===== config.mk =====
export PLATFORM = sky130hd
export DESIGN_NAME = piso_serializer
export DESIGN_NICKNAME = d
export VERILOG_FILES = /design/src/rtl/piso_serializer.sv
export SDC_FILE = /design/constraint.sdc
export NUM_CORES = 1
export LEC_CHECK = 0
export ABC_AREA = 1
export CAP_MARGIN = 20
export CORE_MARGIN = 1
export CORE_UTILIZATION = 49
export DETAILED_ROUTE_END_ITERATION = 10
export PLACE_DENSITY_LB_ADDON = 0.12
export SLEW_MARGIN = 20
export SYNTH_ARGS = -nofsm -noshare
export SYNTH_HDL_FRONTEND = slang
export SYNTH_SLANG_ARGS = --single-unit

===== constraint.sdc =====
create_clock -name iClk -period 1.1 [get_ports iClk]
set_input_delay 0.22 -clock iClk [delete_from_list [all_inputs] [get_ports iClk]]
set_output_delay 0.22 -clock iClk [all_outputs]
set_load 0.05 [all_outputs]

===== src/rtl/piso_serializer.sv =====
// Parallel-in/serial-out transmitter: one WIDTH-bit word per valid/ready handshake, one bit per clock.
// Optional even-parity trailer bit is built in when PISO_PARITY_EN is defined.
module piso_serializer #(
  parameter int WIDTH     = 8,
  parameter bit MSB_FIRST = 1'b1
) (
  input  logic             iClk,
  input  logic             iRst_n,
  input  logic [WIDTH-1:0] iData,
  input  logic             iValid,
  output logic             oReady,
  output logic             oSerial,
  output logic             oFrame,
  output logic             oLast
);

`ifdef PISO_PARITY_EN
  localparam int N = WIDTH + 1;
`else
  localparam int N = WIDTH;
`endif
  localparam int CW = $clog2(N + 1);
  localparam logic [CW-1:0] CNT_LAST = CW'(N - 1);

  typedef enum logic {IDLE, SHIFT} state_t;

  state_t           state_q, state_d;
  logic [WIDTH-1:0] shreg_q, shreg_d;
  logic [CW-1:0]    cnt_q, cnt_d;
  logic             serial_q, serial_d;
  logic             frame_q, frame_d;
  logic             last_q, last_d;
  logic             accept;
`ifdef PISO_PARITY_EN
  localparam logic [CW-1:0] CNT_DATA_LAST = CW'(WIDTH - 1);
  logic             par_q, par_d;
`endif

  function automatic logic first_bit(input logic [WIDTH-1:0] d);
    if (MSB_FIRST) return d[WIDTH-1];
    return d[0];
  endfunction

  // The register holds only the bits still to be sent, so it is zero-filled as it drains.
  function automatic logic [WIDTH-1:0] drop_bit(input logic [WIDTH-1:0] d);
    if (MSB_FIRST) return d << 1;
    return d >> 1;
  endfunction

  assign oReady  = (state_q == IDLE) || last_q;
  assign accept  = iValid && oReady;
  assign oSerial = serial_q;
  assign oFrame  = frame_q;
  assign oLast   = last_q;

  always_comb begin
    // NOTE: every signal gets a default first so no path through the case leaves it unassigned (no latch).
    state_d  = state_q;
    shreg_d  = shreg_q;
    cnt_d    = cnt_q;
    serial_d = serial_q;
    frame_d  = frame_q;
    last_d   = last_q;
`ifdef PISO_PARITY_EN
    par_d    = par_q;
`endif
    if (accept) begin
      // First bit goes straight to the output register; the rest wait in shreg.
      state_d  = SHIFT;
      shreg_d  = drop_bit(iData);
      cnt_d    = '0;
      serial_d = first_bit(iData);
      frame_d  = 1'b1;
      last_d   = 1'b0;
`ifdef PISO_PARITY_EN
      par_d    = ^iData;
`endif
    end else begin
      case (state_q)
        IDLE: begin
          serial_d = 1'b0;
          frame_d  = 1'b0;
          last_d   = 1'b0;
        end
        SHIFT: begin
          if (last_q) begin
            state_d  = IDLE;
            shreg_d  = '0;
            cnt_d    = '0;
            serial_d = 1'b0;
            frame_d  = 1'b0;
            last_d   = 1'b0;
          end else begin
            cnt_d    = cnt_q + CW'(1);
            last_d   = (cnt_d == CNT_LAST);
            shreg_d  = drop_bit(shreg_q);
`ifdef PISO_PARITY_EN
            serial_d = (cnt_q == CNT_DATA_LAST) ? par_q : first_bit(shreg_q);
`else
            serial_d = first_bit(shreg_q);
`endif
          end
        end
        default: state_d = IDLE;
      endcase
    end
  end

  // NOTE: sequential state uses non-blocking assignments so all registers update from pre-edge values.
  always_ff @(posedge iClk or negedge iRst_n) begin
    if (!iRst_n) begin
      state_q  <= IDLE;
      shreg_q  <= '0;
      cnt_q    <= '0;
      serial_q <= 1'b0;
      frame_q  <= 1'b0;
      last_q   <= 1'b0;
`ifdef PISO_PARITY_EN
      par_q    <= 1'b0;
`endif
    end else begin
      state_q  <= state_d;
      shreg_q  <= shreg_d;
      cnt_q    <= cnt_d;
      serial_q <= serial_d;
      frame_q  <= frame_d;
      last_q   <= last_d;
`ifdef PISO_PARITY_EN
      par_q    <= par_d;
`endif
    end
  end

endmodule


==> results of run 1 <==
sequential cells by signal (all words and copies together) (netlist names):
signal and count:
oFrame 1, state_q 1, cnt_q 4, oLast 1, shreg_q 7, oSerial 1
final cells by class:
type,instances,area [sq um],share of cell area (%)
Clock buffer,4,26.3,2.39
Inverter,12,45.0,4.10
Multi-Input combinational cell,65,365,33.2
Sequential cell,15,379,34.5
Tap cell,16,20.0,1.82
Timing Repair Buffer,23,264,24.0
critical path: stages (launching register included):
cell	delay, ns
dfrtp_2	0.44
inv_2	0.07
nand2_4	0.05
buf_12	0.14
per-layer routing:
metal  track usage [%]  up-vias  part of all wire, %
met5                 0        -                    0
met4              6.88        0                 0.84
met3              3.88        2                  3.3
met2              32.0       11                   52
met1              24.4      340                   44
li1                  -      353                    -
repair_timing:
action,in CTS,in global routing
setup endpoints to repair,2,16
gates cloned,0,1
endpoints found under the hold margin,0,0
buffers inserted,2,2
pin swaps,4,0
resized for setup,2,4
synth_stat cells:
| library cell | number |
|---|---|
| buf_2 | 1 |
| buf_4 | 1 |
| buf_6 | 3 |
| dfrtp_1 | 15 |
| ha_1 | 2 |
| inv_1 | 10 |
| inv_2 | 2 |
| nand2_1 | 30 |
| nand2_2 | 2 |
| nand3_1 | 17 |
| nand3_2 | 5 |
| nand4_1 | 3 |
| nor2_1 | 1 |
| nor2_4 | 1 |
| o21ai_0 | 2 |
| or2_1 | 1 |
through the flow:
stage,cell area [sq um],utilization (%)
2_1_floorplan,817,-
3_3_place_gp,1010,66.4
3_5_place_dp,1010,66.4
4_1_cts,1060,69.7
5_1_grt,1100,72.2
6_report,1100,72.2
logic make-up (layout without fill, tap and decap cells):
family | Yosys count | in the layout | synth area share [%]
buffers and inverters | 17 | 39 | 11.4
AO/OA/AOI/OAI | 2 | 2 | 1.25
AND/OR/NAND/NOR | 60 | 61 | 37.4
adder cells (fa/ha/maj) | 2 | 2 | 3.12
flip-flops | 15 | 15 | 46.8
where the power goes:
group	leakage, nW	switching, W	total, W	internal [W]
clock	0.0150	0.000166	0.000307	0.000140
combinational	0.352	0.00105	0.00192	0.000870
sequential	0.187	0.000206	0.000997	0.000792
path summary, 6_finish.rpt:
check	from	to
hold / removal	iRst_n	oLast
min in group iClk	iData[0]	shreg_q[1]
setup reg to reg	oLast	shreg_q[7]
hold reg to reg	shreg_q[1]	shreg_q[1]
max in group asynchronous	iRst_n	cnt_q[1]
setup / recovery	oLast	oReady
==> impl_metrics.tcl, run 1 <==
set metrics [dict create \
    power_w 0.00322 \
    final_common_cell "nand2_1" \
    status "finished, violations left" \
    fin_skew_ns 0.00538 \
    tns_ns -0.490 \
    grt_pass1_vias 638 \
    row_count 14 \
    end_kind "output pin" \
    finalWorstPathRequiredPeriod_ns 1.20 \
    r2r_slack_ns -0.07 \
    place_ws_ns -0.116 \
    cp_data_arrival_time_ns 0.98 \
    cts_tree "built" \
    grt.overflow.total 0 \
    rsz0062_at_grt "true" \
    yosysTopAreaCellShare_pct 46.8 \
    place_hpwl_microns 1080 \
    dieArea_sq_um 1800 \
    ioPinCount 15 \
    ys_ff_latch 15 \
    num_antenna_cells 0 \
    fin_cells 135 \
    vias 706 \
    avgSynthCellArea_sq_um 8.35 \
    drive_above_1_share_pct 25.2 \
    period_share_pct 109 \
    worst-endpoint-required_ns 0.88 \
    tightest_slew_ns 0.230 \
    gp_congestion 0.750 \
    crit_type "flip-flop to output pin" \
    maxCapViolCount 0 \
    first_iter_violations 11 \
    htree_num_levels 1 \
    clkLatencyLatePin_ns 0.27 \
    start_kind "flip-flop" \
    grt_max_degree 16 \
    fp.dieH_microns 42.5 \
    grt.total_usage_pct 19.1 \
    ys_seq_area_share_pct 46.8 \
    yosys-top-cells-area "dfrtp_1 (47%), nand2_1 (14%), nand3_1 (11%)" \
    clock-root-buffer "clkbuf_4" \
    failed_checks "negative setup slack" \
    syn_nets 109 \
    clk_path_buf_depth 2 \
    holdCritPathClass "input pin to async pin" \
    r2r_cells 8 \
    ys_warn_count 0 \
    hold_ws_ns 0.253 \
    routed_via_density 5.23 \
    grt_pass1_wl_microns 2630 \
    dr.pass1.iters 4 \
    cts_hold_buf 0 \
    drc_errors 0 \
    fin_ws_ns -0.0977 \
    synth_top_area_cell "dfrtp_1" \
    drtAntennaViolNets 0 \
    p_leak_nw 0.554 \
    slew_viol_final 0 \
    synth_cell_types 16 \
    syn_to_final_growth_pct 37.1 \
    numCtsBuffers 3 \
    syn_area_sq_um 802 \
    ir_drop_mv 1.77 \
    initial_core_util_pct 52.6 \
    maxSlewHeadroom_pct 84.6 \
    final_cell_mix "nand2_1 (30), nand3_1 (17), dfrtp_1 (12)" \
    core_sq_um 1520 \
    dieWidth_microns 42.5 \
    wirelength_microns 1660 \
    fin_nets 133 \
    setup_viol 7 \
    grt_antenna_before_repair 0 \
    postSynthCellCount 96 \
    final.fill_count 121 \
    powerDensity_nw_per_um2 2930 \
    finalHoldViolCount 0 \
    cp_max_fo 3 \
    place_inst 126 \
    wl_per_cell_microns 12.3 \
    path_clk_slew_ns 0.09 \
    cts_sinks 15 \
    io_buffer_count 14 \
    fmax_mhz 835 \
]
No activity file was read; power rests on OpenSTA's default activity.
==> run 2: changes to the inputs <==
--- a/config.mk
+++ b/config.mk
@@ -8,7 +8,7 @@
 export ABC_AREA = 1
 export CAP_MARGIN = 20
 export CORE_MARGIN = 1
-export CORE_UTILIZATION = 49
+export CORE_UTILIZATION = 40
 export DETAILED_ROUTE_END_ITERATION = 10
 export PLACE_DENSITY_LB_ADDON = 0.12
 export SLEW_MARGIN = 20
==> run 2 against run 1 <==
  * The flow still finishes with violations (negative setup slack)
  * Combinational power fell by 5%
  * Sequential cell count stayed put
  * Cell area did not move
  * Register-to-register slack about the same
  * Largest power group unchanged
  * Worst hold slack worse by 0.014 ns
  * Fmax is 1.5% lower
  * Clock skew fell by 0.00088 ns
  * Wire length fell by 2.0%
==> impl_metrics.tcl, run 2 (synthesis gave the netlist of run 1 again) <==
set metrics [dict create \
    status "finished, violations left" \
    failed_checks "negative setup slack" \
    period_share_pct 110 \
    drtAntennaViolNets 0 \
    crit_type "flip-flop to output pin" \
    routed_via_density 4.80 \
    num_antenna_cells 0 \
    powerDensity_nw_per_um2 2870 \
    clk_path_buf_depth 2 \
    rsz0062_at_grt "true" \
    r2r-end "shreg_q[5]" \
    place_inst 136 \
    clkPwrFrac_pct 10.1 \
    finalHoldViolCount 0 \
    power_frac_comb_pct 58.0 \
    slew_viol_final 0 \
    grt.total_usage_pct 17.1 \
    multiInputGateArea_sq_um 365 \
    path_clk_slew_ns 0.09 \
    p_int_w 0.00175 \
    maxSlewHeadroom_pct 83.4 \
    dieArea_sq_um 2190 \
    final_cell_mix "nand2_1 (30), nand3_1 (17), dfrtp_1 (12)" \
    drive_above_1_share_pct 24.6 \
    first_iter_violations 16 \
    syn_to_final_growth_pct 37.1 \
    power_frac_seq_pct 31.9 \
    r2r_cells 8 \
    hold_ws_ns 0.239 \
    fin_ws_ns -0.115 \
    grt_pass1_wl_microns 2560 \
    largestRegisters "shreg_q: 7 flops, cnt_q: 4 flops" \
    dieWidth_microns 46.8 \
    fin_skew_ns 0.00449 \
    row_count 15 \
    grt_max_degree 16 \
    wl_per_cell_microns 11.4 \
    final_common_cell "nand2_1" \
    vias 687 \
    largest_register_ffs 7 \
    numCtsBuffers 3 \
    tns_ns -0.458 \
    cts_tree "built" \
    dr.pass1.iters 4 \
    end_kind "output pin" \
    cts_sinks 15 \
    grt_antenna_before_repair 0 \
    holdCritPathClass "input pin to async pin" \
    regArea_sq_um 379 \
    power.net_switching_w 0.00142 \
    r2r-start "oLast" \
    place_area_sq_um 1030 \
    tightest_slew_ns 0.248 \
    fmax_mhz 823 \
    ioPinCount 15 \
    top_register "shreg_q" \
    drc_errors 0 \
    fin_cells 143 \
    place_hpwl_microns 1130 \
    clkLatencyLatePin_ns 0.28 \
    start_kind "flip-flop" \
    fin_nets 132 \
    io_buffer_count 14 \
    initial_core_util_pct 44.5 \
    grt.overflow.total 0 \
    cp_max_fo 3 \
    htree_num_levels 1 \
    cp_data_arrival_time_ns 1.00 \
    setup_viol 6 \
    ir_drop_mv 1.81 \
    clock-root-buffer "clkbuf_4" \
    fp.dieH_microns 46.8 \
    postLayoutCellArea_sq_um 1100 \
    gp_congestion 0.774 \
    p_leak_nw 0.548 \
    maxCapViolCount 0 \
    finalWorstPathRequiredPeriod_ns 1.22 \
    final.fill_count 172 \
    grt_pass1_vias 591 \
    core_sq_um 1800 \
    r2r_slack_ns -0.06 \
    power_w 0.00316 \
    wirelength_microns 1620 \
    worst-endpoint-required_ns 0.88 \
    netSwitchingFraction_pct 44.8 \
]
## run 2: timing repair
| item | in CTS | in global routing |
|---|---|---|
| pin swaps | 2 | 0 |
| gates cloned | 0 | 1 |
| hold buffers | 0 | 0 |
| gates resized for setup | 2 | 3 |
| setup buffers | 2 | 0 |
| endpoints found under the setup margin | 3 | 16 |
## run 2: worst max-delay path by stage
stage	startpoint	end	slack, ns	depth (start not counted)
3_3_place_gp	iValid	state_q	-0.1	3
6_report	oLast	oLast	-0.12	2
3_5_place_dp	iValid	cnt_q[1]	-0.13	4
4_1_cts	oLast	oLast	-0.12	2
2_1_floorplan	oLast	shreg_q[3]	-0.02	7
5_1_grt	oLast	oLast	-0.15	2
## run 2: metrics by stage
| step | util [%] | worst slack, ns |
|---|---|---|
| finish | 61.0 | -0.115 |
| global route | 61.0 | -0.145 |
| CTS | 60.3 | -0.124 |
| detailed placement | 57.2 | -0.130 |
| global placement | 57.2 | -0.0982 |
| floorplan | - | -0.0150 |
## run 2: layout make-up
cell class              count  area share [%]
flip-flops and latches     15            34.5
well taps                  25            2.84
repair buffers             22            23.0
multi-input cells          65            33.2
inverters                  12            4.10
clock buffers               4            2.39
## run 2: critical path, cell delays in order, from the launching register on
cell	delay (ns)
dfrtp_2	0.43
buf_4	0.14
buf_12	0.14
## run 2: power by group through the flow
stage               combinational (W)  clock, W  sequential, W
CTS                           0.00180  0.000333       0.000999
global placement              0.00166         0        0.00101
finish                        0.00183  0.000319        0.00101
detailed placement            0.00170         0        0.00102
global route                  0.00202  0.000347        0.00104
floorplan                     0.00101         0        0.00113
## run 2: metal layers
metal | routed length, microns | GRT usage, %
met3 | 97 | 6.15
met2 | 781 | 26.9
met5 | 0 | 0
met4 | 12 | 5.14
met1 | 732 | 22.3
==> run 3: changes to the inputs <==
--- a/config.mk
+++ b/config.mk
@@ -10,6 +10,7 @@
 export CORE_MARGIN = 1
 export CORE_UTILIZATION = 40
 export DETAILED_ROUTE_END_ITERATION = 10
+export MAX_ROUTING_LAYER = met4
 export PLACE_DENSITY_LB_ADDON = 0.12
 export SLEW_MARGIN = 20
 export SYNTH_ARGS = -nofsm -noshare
==> run 3 against run 2 <==
  * The run still ends with negative setup slack left
  * Core utilization did not move
  * Sequential cell count did not move
  * First-iteration DRC count did not move
  * Fmax barely moved
  * Cell count did not move
  * Cell area did not move
  * Non-clock buffer count did not move
==> impl_metrics.tcl, run 3 (synthesis gave the netlist of run 1 again) <==
set metrics [dict create \
    core_sq_um 1800 \
    drive_above_1_share_pct 24.6 \
    largestRegisters "shreg_q: 7 flops, cnt_q: 4 flops" \
    cp_data_arrival_time_ns 1.00 \
    htree_num_levels 1 \
    grt_max_degree 16 \
    setup_viol 6 \
    vias 689 \
    drc_errors 0 \
    r2r_cells 8 \
    tightest_slew_ns 0.248 \
    place_inst 136 \
    finalHoldViolCount 0 \
    num_antenna_cells 0 \
    fin_cells 143 \
    final_core_util_pct 61.0 \
    holdCritPathClass "input pin to async pin" \
    clock-root-buffer "clkbuf_4" \
    finalWorstPathRequiredPeriod_ns 1.22 \
    power.net_switching_w 0.00142 \
    slowest_stage "dfrtp_2" \
    place_hpwl_microns 1130 \
    cts_tree "built" \
    grt_pass1_wl_microns 2570 \
    final_cell_mix "nand2_1 (30), nand3_1 (17), dfrtp_1 (12)" \
    first_iter_violations 16 \
    gp_congestion 0.785 \
    endpoint "oLast" \
    grt.overflow.total 0 \
    postLayoutCellArea_sq_um 1100 \
    r2r_slack_ns -0.06 \
    worst-endpoint-required_ns 0.88 \
    power_frac_seq_pct 31.9 \
    initial_core_util_pct 44.5 \
    grt.total_usage_pct 17.7 \
    fin_ws_ns -0.115 \
    period_share_pct 110 \
    status "finished, violations left" \
    rsz0062_at_grt "true" \
    crit_type "flip-flop to output pin" \
    grt_antenna_before_repair 0 \
    clkLatencyLatePin_ns 0.28 \
    wirelength_microns 1640 \
    netSwitchingFraction_pct 44.9 \
    final_common_cell "nand2_1" \
    maxSlewHeadroom_pct 83.4 \
    top_register "shreg_q" \
    fin_nets 132 \
    fp.dieH_microns 46.8 \
    r2r-end "shreg_q[5]" \
    cp.depth 2 \
    failed_checks "negative setup slack" \
    hold_ws_ns 0.239 \
    critPathMaxStageDelay_ns 0.43 \
    dr.pass1.iters 5 \
    final.fill_count 172 \
    fmax_mhz 823 \
    dieArea_sq_um 2190 \
    ir_drop_mv 1.81 \
    end_kind "output pin" \
    clkPwrFrac_pct 10.1 \
    critical_path.cell_chain "buf_4, buf_12" \
    ioPinCount 15 \
    io_buffer_count 14 \
    cts_hold_buf 0 \
    slew_viol_final 0 \
    place_ws_ns -0.130 \
    drtAntennaViolNets 0 \
    cts_sinks 15 \
    cp_max_fo 3 \
    path_clk_slew_ns 0.09 \
    r2r-start "oLast" \
    numCtsBuffers 3 \
    crit_buf_inv 2 \
    largest_register_ffs 7 \
    p_int_w 0.00175 \
    cp_top_family "flip-flops" \
    powerDensity_nw_per_um2 2880 \
    grt_pass1_vias 591 \
    row_count 15 \
    clk_path_buf_depth 2 \
    p_leak_nw 0.548 \
    wl_per_cell_microns 11.5 \
    syn_to_final_growth_pct 37.1 \
    power_frac_comb_pct 58.0 \
    start_kind "flip-flop" \
    maxCapViolCount 0 \
    fin_skew_ns 0.00330 \
    place_area_sq_um 1030 \
    dieWidth_microns 46.8 \
    crit_path_start "oLast" \
    routed_via_density 4.82 \
]
-- run 3: worst min-delay path by stage --
stage | endpoint | slack [ns]
6_report | oLast | 0.24
5_1_grt | state_q | 0.26
4_1_cts | state_q | 0.25
3_5_place_dp | oSerial | 0.49
3_3_place_gp | oSerial | 0.49
2_1_floorplan | cnt_q[0] | -0.08
-- run 3: worst register-to-register path: cells and delay by family, from the launching register on --
kind / cells / cell delay [ns]
DFF: 1 / 0.43
buffers and inverters: 4 / 0.43
and+or+nand+nor: 4 / 0.19
-- run 3: layout make-up --
class | count | area, sq um | share of cell area, %
Clock buffer | 4 | 26.3 | 2.39
Inverter | 12 | 45.0 | 4.10
Multi-Input combinational cell | 65 | 365 | 33.2
Sequential cell | 15 | 379 | 34.5
Tap cell | 25 | 31.3 | 2.84
Timing Repair Buffer | 22 | 253 | 23.0
-- run 3: stage by stage --
| step | power (W) | setup TNS, ns |
|---|---|---|
| 2_1_floorplan | 0.00214 | -0.0778 |
| 3_3_place_gp | 0.00267 | -1.06 |
| 3_5_place_dp | 0.00271 | -1.36 |
| 4_1_cts | 0.00313 | -0.509 |
| 5_1_grt | 0.00341 | -0.984 |
| 6_report | 0.00317 | -0.453 |
-- run 3: timing repair --
action | CTS | global route
gates cloned | 0 | 1
setup buffers | 2 | 0
setup endpoints to repair | 3 | 16
resized for setup | 2 | 3
pin swaps | 2 | 0
-- run 3: power by group through the flow --
| stage | combinational [W] | sequential (W) | clock (W) |
|---|---|---|---|
| 6_report | 0.00184 | 0.00101 | 0.000320 |
| 4_1_cts | 0.00180 | 0.000999 | 0.000333 |
| 3_5_place_dp | 0.00170 | 0.00102 | 0 |
| 3_3_place_gp | 0.00166 | 0.00101 | 0 |
| 2_1_floorplan | 0.00101 | 0.00113 | 0 |
| 5_1_grt | 0.00202 | 0.00104 | 0.000347 |
-- run 3: layer usage --
layer	wire length [microns]	vias up	track usage, %
met2	773	16	26.9
met4	15	0	5.14
li1	-	349	-
met1	763	322	22.5
met3	87	2	5.77
met5	0	-	-
